<file path="src/rtl/mipos_soc_pkg.sv">
// Shared types and constants for the mipos SoC memory-copy master.
package mipos_soc_pkg;

  typedef enum logic [2:0] {
    IDLE,
    CHECK,
    RD,
    RD_WAIT,
    WR,
    FILL_WR,
    FIN
  } state_t;

  localparam logic MODE_COPY = 1'b0;
  localparam logic MODE_FILL = 1'b1;

  localparam int RAM_ADDR_W = 12;
  localparam int RAM_DEPTH  = 2560;

endpackage

</file>
<file path="src/rtl/mipos_soc_mem_copy_master.sv">
// Avalon-MM master that copies or fills word ranges in a latency-1 on-chip RAM.
module mipos_soc_mem_copy_master
  import mipos_soc_pkg::*;
#(
  parameter int ADDR_W = RAM_ADDR_W,
  parameter int DEPTH  = RAM_DEPTH,
  parameter int LEN_W  = 12
) (
  input  logic              clk,
  input  logic              reset_n,
  input  logic              start,
  input  logic              mode,
  input  logic [ADDR_W-1:0] src_addr,
  input  logic [ADDR_W-1:0] dst_addr,
  input  logic [LEN_W-1:0]  len,
  input  logic [31:0]       pattern,
  output logic              busy,
  output logic              done,
  output logic              err,
  output logic [ADDR_W-1:0] m_address,
  output logic              m_chipsel,
  output logic              m_write,
  output logic [3:0]        m_byteen,
  output logic [31:0]       m_writedata,
  input  logic [31:0]       m_readdata
);

  localparam int SUM_W = ((ADDR_W > LEN_W) ? ADDR_W : LEN_W) + 1;

  state_t            state_reg, state_next;
  logic              mode_reg;
  logic [ADDR_W-1:0] src_reg, dst_reg;
  logic [LEN_W-1:0]  rem_reg;
  logic [31:0]       pattern_reg;
  logic              busy_reg, done_reg, err_reg;
  logic [ADDR_W-1:0] m_address_reg;
  logic              m_chipsel_reg, m_write_reg;
  logic [3:0]        m_byteen_reg;
  logic [31:0]       m_writedata_reg;

  // Range check on widened sums so an end address past the top never wraps.
  logic [SUM_W-1:0] dst_end, src_end;
  logic             range_err;
  assign dst_end   = SUM_W'(dst_reg) + SUM_W'(rem_reg);
  assign src_end   = SUM_W'(src_reg) + SUM_W'(rem_reg);
  assign range_err = (dst_end > SUM_W'(DEPTH)) ||
                     ((mode_reg == MODE_COPY) && (src_end > SUM_W'(DEPTH)));

  always_ff @(posedge clk or negedge reset_n) begin
    if (!reset_n) state_reg <= IDLE;
    else          state_reg <= state_next;
  end

  // rem_reg is decremented on entry to each write cycle, so zero here means last word.
  always_comb begin
    state_next = state_reg;
    case (state_reg)
      IDLE:    if (start) state_next = CHECK;
      CHECK: begin
        if (rem_reg == '0)             state_next = FIN;
        else if (range_err)            state_next = FIN;
        else if (mode_reg == MODE_COPY) state_next = RD;
        else                           state_next = FILL_WR;
      end
      RD:      state_next = RD_WAIT;
      RD_WAIT: state_next = WR;
      WR:      state_next = (rem_reg == '0) ? FIN : RD;
      FILL_WR: state_next = (rem_reg == '0) ? FIN : FILL_WR;
      FIN:     state_next = IDLE;
      default: state_next = IDLE;
    endcase
  end

  // Bus outputs are loaded from the next state so they are clean flop outputs;
  // m_writedata doubles as the copy data register.
  always_ff @(posedge clk or negedge reset_n) begin
    if (!reset_n) begin
      mode_reg        <= MODE_COPY;
      src_reg         <= '0;
      dst_reg         <= '0;
      rem_reg         <= '0;
      pattern_reg     <= '0;
      busy_reg        <= 1'b0;
      done_reg        <= 1'b0;
      err_reg         <= 1'b0;
      m_address_reg   <= '0;
      m_chipsel_reg   <= 1'b0;
      m_write_reg     <= 1'b0;
      m_byteen_reg    <= 4'h0;
      m_writedata_reg <= '0;
    end else begin
      m_chipsel_reg   <= 1'b0;
      m_write_reg     <= 1'b0;
      m_byteen_reg    <= 4'h0;
      m_writedata_reg <= '0;
      busy_reg        <= state_next inside {CHECK, RD, RD_WAIT, WR, FILL_WR};
      done_reg        <= (state_next == FIN);
      err_reg         <= (state_reg == CHECK) && (rem_reg != '0) && range_err;

      if (state_reg == IDLE && start) begin
        mode_reg    <= mode;
        src_reg     <= src_addr;
        dst_reg     <= dst_addr;
        rem_reg     <= len;
        pattern_reg <= pattern;
      end

      case (state_next)
        RD: begin
          m_chipsel_reg <= 1'b1;
          m_byteen_reg  <= 4'hF;
          m_address_reg <= src_reg;
          if (rem_reg != LEN_W'(1)) src_reg <= src_reg + ADDR_W'(1);
        end
        WR, FILL_WR: begin
          m_chipsel_reg   <= 1'b1;
          m_write_reg     <= 1'b1;
          m_byteen_reg    <= 4'hF;
          m_address_reg   <= dst_reg;
          m_writedata_reg <= (state_next == WR) ? m_readdata : pattern_reg;
          rem_reg         <= rem_reg - LEN_W'(1);
          // Counters stop on the last word so they never pass DEPTH-1.
          if (rem_reg != LEN_W'(1)) dst_reg <= dst_reg + ADDR_W'(1);
        end
        default: ;
      endcase
    end
  end

  assign busy        = busy_reg;
  assign done        = done_reg;
  assign err         = err_reg;
  assign m_address   = m_address_reg;
  assign m_chipsel   = m_chipsel_reg;
  assign m_write     = m_write_reg;
  assign m_byteen    = m_byteen_reg;
  assign m_writedata = m_writedata_reg;

endmodule
</file>
<file path="config.mk">
export PLATFORM = sky130hd
export DESIGN_NAME = mipos_soc_mem_copy_master
export DESIGN_NICKNAME = d
export VERILOG_FILES = /design/src/rtl/mipos_soc_pkg.sv /design/src/rtl/mipos_soc_mem_copy_master.sv
export SDC_FILE = /design/constraint.sdc
export NUM_CORES = 1
export LEC_CHECK = 0
export BUFFER_PORTS_ARGS = -buffer_cell sky130_fd_sc_hd__buf_4
export CORE_ASPECT_RATIO = 1.25
export CORE_MARGIN = 3
export CORE_UTILIZATION = 35
export DETAILED_ROUTE_END_ITERATION = 7
export GPL_TIMING_DRIVEN = 0
export SLEW_MARGIN = 10
export SYNTH_ARGS = -nofsm -noshare
export SYNTH_HDL_FRONTEND = slang
export SYNTH_SLANG_ARGS = --single-unit
</file>
<file path="constraint.sdc">
create_clock -name clk -period 3.6 [get_ports clk]
set_input_delay 0 -clock clk [delete_from_list [all_inputs] [get_ports clk]]
set_output_delay 0 -clock clk [all_outputs]
set_load 0.02 [all_outputs]
</file>
Yosys cells after proc, flatten, opt, wreduce, memory -nomap -nowiden
Cells that the tools add are included.
W data, S select, Z words.

word-level totals
  bits in read-only memories = 0
  memories kept = 0
  memory bits (writable) = 0
  latch bits = 0
  register bits after elaboration = 125
  word-level logic and storage cells = 68
  output and inout port bits = 53
  input bits = 104

operators by class
  $add $sub $neg = 5
  reduce and logical (&&, ||, !) cells = 13
  equal/unequal tests = 12
  multipliers = 0
  mux-type cells = 21
  bitwise gates (word level) = 1
  div/mod/pow operators = 0
  order comparisons = 2
  shifts and indexed selects = 0

operators with widths
  cell                     number
  $mux W12                 8
  $mux W32                 2
  $add A12 B12 Y13         2
  $gt A13 B12 Y1 const B   2
  $add A12 B1 Y12 const B  2
  $pmux W12 S2             1
  $pmux W3 S6              1
  $eq A3 B3 Y1 const B     5
  $mux W3                  5
  $eq A3 B2 Y1 const B     4
  $logic_not A12 Y1        1
  $ne A12 B1 Y1 const B    1
  $reduce_bool A12 Y1      1
  $sub A12 B1 Y12 const B  1
  $eq A3 B1 Y1 const B     2
  $reduce_bool A5 Y1       1
  $logic_and A1 B1 Y1      4
  $mux W4                  1
  $reduce_bool A2 Y1       2
  $logic_not A3 Y1         1
  $reduce_or A3 Y1         1
  $mux W1                  2
  $mux W2                  1
  $reduce_or A2 Y1         1
  2 further kinds          2

Longest topological paths before layout
  depth after elaboration = 10
  gate-level depth with buffers = 15
  depth with buffers taken out = 13

Least setup slack after synthesis
OpenSTA, ideal clock, no wires.

  kind = register -> register
  from = register rem_reg[0]
  to = register src_reg[7]
  buffers on the path = 0
  setup time = 119 ps
  setup slack = -31 ps
  data required time = 3481 ps
  cell stages (with the launch flop) = 13
  clock period less this slack = 3631 ps
  data arrival time = 3512 ps
  path through = dfrtp_1 ha_1 fa_1 a21o_1 and4_1 o211a_1 o31ai_1 nor2_1 o221a_2 o41a_1 nor4_4 mux2_2 o21a_1

between the ends
  cells in the longest elaborated chain, start to end = 9
  elaborated cells on any way between the ends = 16
  classes of those cells = 2 x add/sub; 2 x order compare; 2 x eq/ne; 7 x mux; 3 x reduce/logical

RTL lines
  element                 RTL line                          source
  from (decl)             mipos_soc_mem_copy_master.sv:33   logic [LEN_W-1:0] rem_reg;
  from (signal assigned)  mipos_soc_mem_copy_master.sv:104  rem_reg <= len;
  from (signal assigned)  mipos_soc_mem_copy_master.sv:121  rem_reg <= rem_reg - LEN_W'(1);
  $add A12 B12 Y13        mipos_soc_mem_copy_master.sv:45   assign src_end = SUM_W'(src_reg) + SUM_W'(rem_reg);
  $gt A13 B12 Y1          mipos_soc_mem_copy_master.sv:47   ((mode_reg == MODE_COPY) && (src_end > SUM_W'(DEPTH)));
  $logic_and A1 B1 Y1     mipos_soc_mem_copy_master.sv:47
  $logic_or A1 B1 Y1      mipos_soc_mem_copy_master.sv:46   assign range_err = (dst_end > SUM_W'(DEPTH)) ||
  $mux W3                 mipos_soc_mem_copy_master.sv:61   else if (range_err) state_next = FIN;
  $mux W3                 mipos_soc_mem_copy_master.sv:60   if (rem_reg == '0) state_next = FIN;
  $pmux W3 S6             mipos_soc_mem_copy_master.sv:57   case (state_reg)
  $eq A3 B2 Y1            mipos_soc_mem_copy_master.sv:108  case (state_next)
  $mux W12 (*)            mipos_soc_mem_copy_master.sv:108
  to (signal assigned)    mipos_soc_mem_copy_master.sv:102  src_reg <= src_addr;
  to (signal assigned)    mipos_soc_mem_copy_master.sv:113  if (rem_reg != LEN_W'(1)) src_reg <= src_reg + ADDR_W'(1);
  to (decl)               mipos_soc_mem_copy_master.sv:32   logic [ADDR_W-1:0] src_reg, dst_reg;

Every way passes the cells marked *; elsewhere a longest branch is shown, timed or not.
A chain may end at the register's enable or synchronous reset.

Worst setup path after layout
Ends and elaborated chain as after synthesis.

==> results_dict.tcl <==
set metrics [dict create \
    status "finished, violations left" \
    violations "negative setup slack" \
    p_int_uw 6760 \
    first_iter_violations 326 \
    stdcell_area_um2 10800 \
    io_pins 157 \
    worstHoldStart "src_addr[7]" \
    vias 6683 \
    antenna_found_initial 0 \
    io_buffers 156 \
    clockBufferDepth 2 \
    grt_pass1_vias 6629 \
    worst_ep_required_time_ps 3900 \
    synthesis.instances 726 \
    synth_area_leaders "dfrtp_1 (44%), mux2i_1 (7.6%), nand2_1 (7.6%)" \
    synth_top_area_frac 0.445 \
    drc_errors 0 \
    fin_util 0.572 \
    setup_violations 52 \
    die_h_um 162 \
    final_net_count 1171 \
    clkSinkCount 121 \
    insertedDiodeCount 0 \
    numCtsBuffers 17 \
    dr.pass1.iters 5 \
    rows 56 \
    overflow 0 \
    grt_max_degree 73 \
    ff2ff_setup_slack_ps -280 \
    globalplace.congestion 0.882 \
    synth_edf_count 0 \
    pwr-share-seq 0.229 \
    start_util 0.360 \
    pwr-share-clk 0.150 \
    netlist_area_um2 6810 \
    setup_ws_ps -276 \
    synth_warnings 0 \
    pwr-share-comb 0.621 \
    reg2regPathDepth 15 \
    critPathMaxFanout 9 \
    fin_crit_sh 1.08 \
    rsz0062_at_grt "true" \
    rr_endpoint "src_reg[7]$_DFF_PN0_" \
    synth_cell_types 67 \
    yosys.area.top_type "dfrtp_1" \
    p_per_area_nw_per_um2 1110 \
    min_period_ps 3880 \
    worst_slew_pin_slew_ps 979 \
    ys_ff_latch 121 \
    die-width_um 131 \
    p_sw_frac 0.437 \
    r2r_start "rem_reg[0]$_DFFE_PN0P_" \
    syn-num-nets 860 \
    synth_most_common_cell "nand2_1" \
    hpwl_mm 15.1 \
    irDropWorstVdd_mv 0.505 \
    power_switching_uw 5250 \
    tritoncts "yes" \
    hold_end "src_reg[7]$_DFF_PN0_" \
    maxSlewHeadroom 0.346 \
    drive_gt1_frac 0.321 \
    hold_depth 4 \
    drv_cap 0 \
    whs_ps 34.7 \
    syn_avg_cell_area_um2 9.38 \
    hold_path_class "in -> reg" \
    yosys_most_used_dff "dfrtp_1" \
    htreeDepth 4 \
    ys_seq_area_frac 0.445 \
    leakagePower_uw 0.00512 \
    grt_pass1_wl_mm 34.9 \
    clkLatencyLatePin_ps 420 \
    routedWlPerCell_um 18.0 \
    via_per_inst 5.21 \
    dieArea_um2 21200 \
    area_growth_pct 58.9 \
    cp-start-kind "flip-flop" \
    critical_path_class "reg -> reg" \
    worst_ep_arrival_time_ps 4180 \
    end_kind "flip-flop" \
    async_reset_ff_frac 1.00 \
    fmax_mhz 258 \
    slew_violations 0 \
    globalRouteTotalUtil 0.213 \
    dpl_worst_slack_ps -628 \
    fin_skew_ps 10.9 \
    hold_viol 0 \
    ant_nets 0 \
    postRouteWirelength_mm 23.1 \
    postPlaceCellArea_um2 8310 \
    synth_common_cells "nand2_1 (138), dfrtp_1 (121), nor2_1 (79)" \
    clk_pin_slew_ps 60 \
    cts-root-buf "clkbuf_16" \
    core_area_um2 18900 \
]
==> cell type report <==
cell class              instances  area [um2]
well taps                     232         290
fillers                      1624        8100
flip-flops and latches        121        3040
clock buffers                  20         457
multi-input cells             556        3890
repair buffers                294        2670
plain buffers                  35         274
inverters                      12        45.0
clock inverters                12         164
==> metrics by stage <==
step,power [uW],std cells,TNS (ps)
finish,12000,1282,-7240
global route,12800,1282,-19460
CTS,11100,1267,-5200
detailed placement,8440,1115,-39620
global placement,8360,1114,-37620
floorplan,6650,726,0
==> metal layers <==
| layer | part of all wire | GRT usage | routed length [um] | vias to the layer above |
|---|---|---|---|---|
| li1 | - | - | - | 3205 |
| met1 | 0.41 | 0.260 | 9420 | 3223 |
| met2 | 0.51 | 0.370 | 11800 | 211 |
| met3 | 0.052 | 0.0378 | 1190 | 44 |
| met4 | 0.026 | 0.0790 | 602 | 0 |
| met5 | 0 | 0 | 0 | - |
==> timing repair <==
item                                    CTS  global route
gates resized for setup                  62            75
gates cloned                              4             5
endpoints found under the hold margin   149             0
setup buffers                            17            11
hold buffers                            101             0
endpoints found under the setup margin   84            83
pin swaps                                16            14
==> placed cells by master (no fill, tap or decap), types with 5 or more instances in the layout <==
cell	Yosys	layout
buf_4	4	175
nand2_1	138	138
dfrtp_1	121	115
dlygate4sd3_1	0	101
nor2_1	79	66
mux2i_1	52	49
ha_1	28	25
a21oi_1	28	24
clkbuf_16	0	22
o21ai_1	15	18
buf_6	5	17
o21ai_0	20	16
and3_1	17	16
clkbuf_1	22	14
nand3_1	16	13
inv_1	12	11
nor2_2	0	11
o21a_1	9	8
a21o_1	8	8
xor2_1	7	7
o211ai_1	7	7
nor3_1	12	7
buf_8	0	7
a31oi_1	8	7
or3_1	6	6
dfrtp_2	0	6
o211a_1	6	5
nand4_1	5	5
nor3b_1	5	5
xnor2_1	5	5
o221a_4	0	5
==> worst max-delay path, cell delays in order, from the launching register on <==
cell     delay [ps]
dfrtp_2         460
ha_4            180
fa_2            350
a21o_1          200
and4_1          220
o211a_1         240
o31ai_2         260
nor2_1           80
o221a_2         310
o41a_1          500
nor4_4          270
buf_6           180
buf_8           130
buf_8           130
a31oi_1         100
o21a_1          130
==> power by group through the flow <==
stage / Combinational, uW / Sequential (uW) / Clock (uW)
final: 7450 / 2750 / 1800
after global routing: 8100 / 2820 / 1900
after CTS: 6560 / 2710 / 1840
after detailed placement: 5720 / 2710 / 0
after global placement: 5650 / 2700 / 0
after floorplan: 3910 / 2750 / 0
==> cell families (layout without fill, tap and decap cells) <==
family,after synthesis,after routing,share of synthesized area
compound gates,149,150,0.156
xor+xnor,12,12,0.0154
fa+ha+maj,30,30,0.0573
buf+inv,50,373,0.0364
flops,121,121,0.445
mux,57,57,0.0852
simple gates,307,307,0.206
==> worst max path at each step <==
stage                                       from                        end  slack (ps)  cells after the start
after floorplan           rem_reg[0]$_DFFE_PN0P_  m_address[10]$_DFFE_PN0P_          10                     14
after global placement    rem_reg[0]$_DFFE_PN0P_   m_address[0]$_DFFE_PN0P_        -600                     15
after detailed placement  rem_reg[0]$_DFFE_PN0P_   m_address[0]$_DFFE_PN0P_        -630                     15
after CTS                 rem_reg[0]$_DFFE_PN0P_   m_address[2]$_DFFE_PN0P_        -220                     14
after global routing      rem_reg[0]$_DFFE_PN0P_       src_reg[8]$_DFF_PN0_        -460                     14
final                     rem_reg[0]$_DFFE_PN0P_       src_reg[7]$_DFF_PN0_        -280                     15
(Power assumes the default switching activity.)
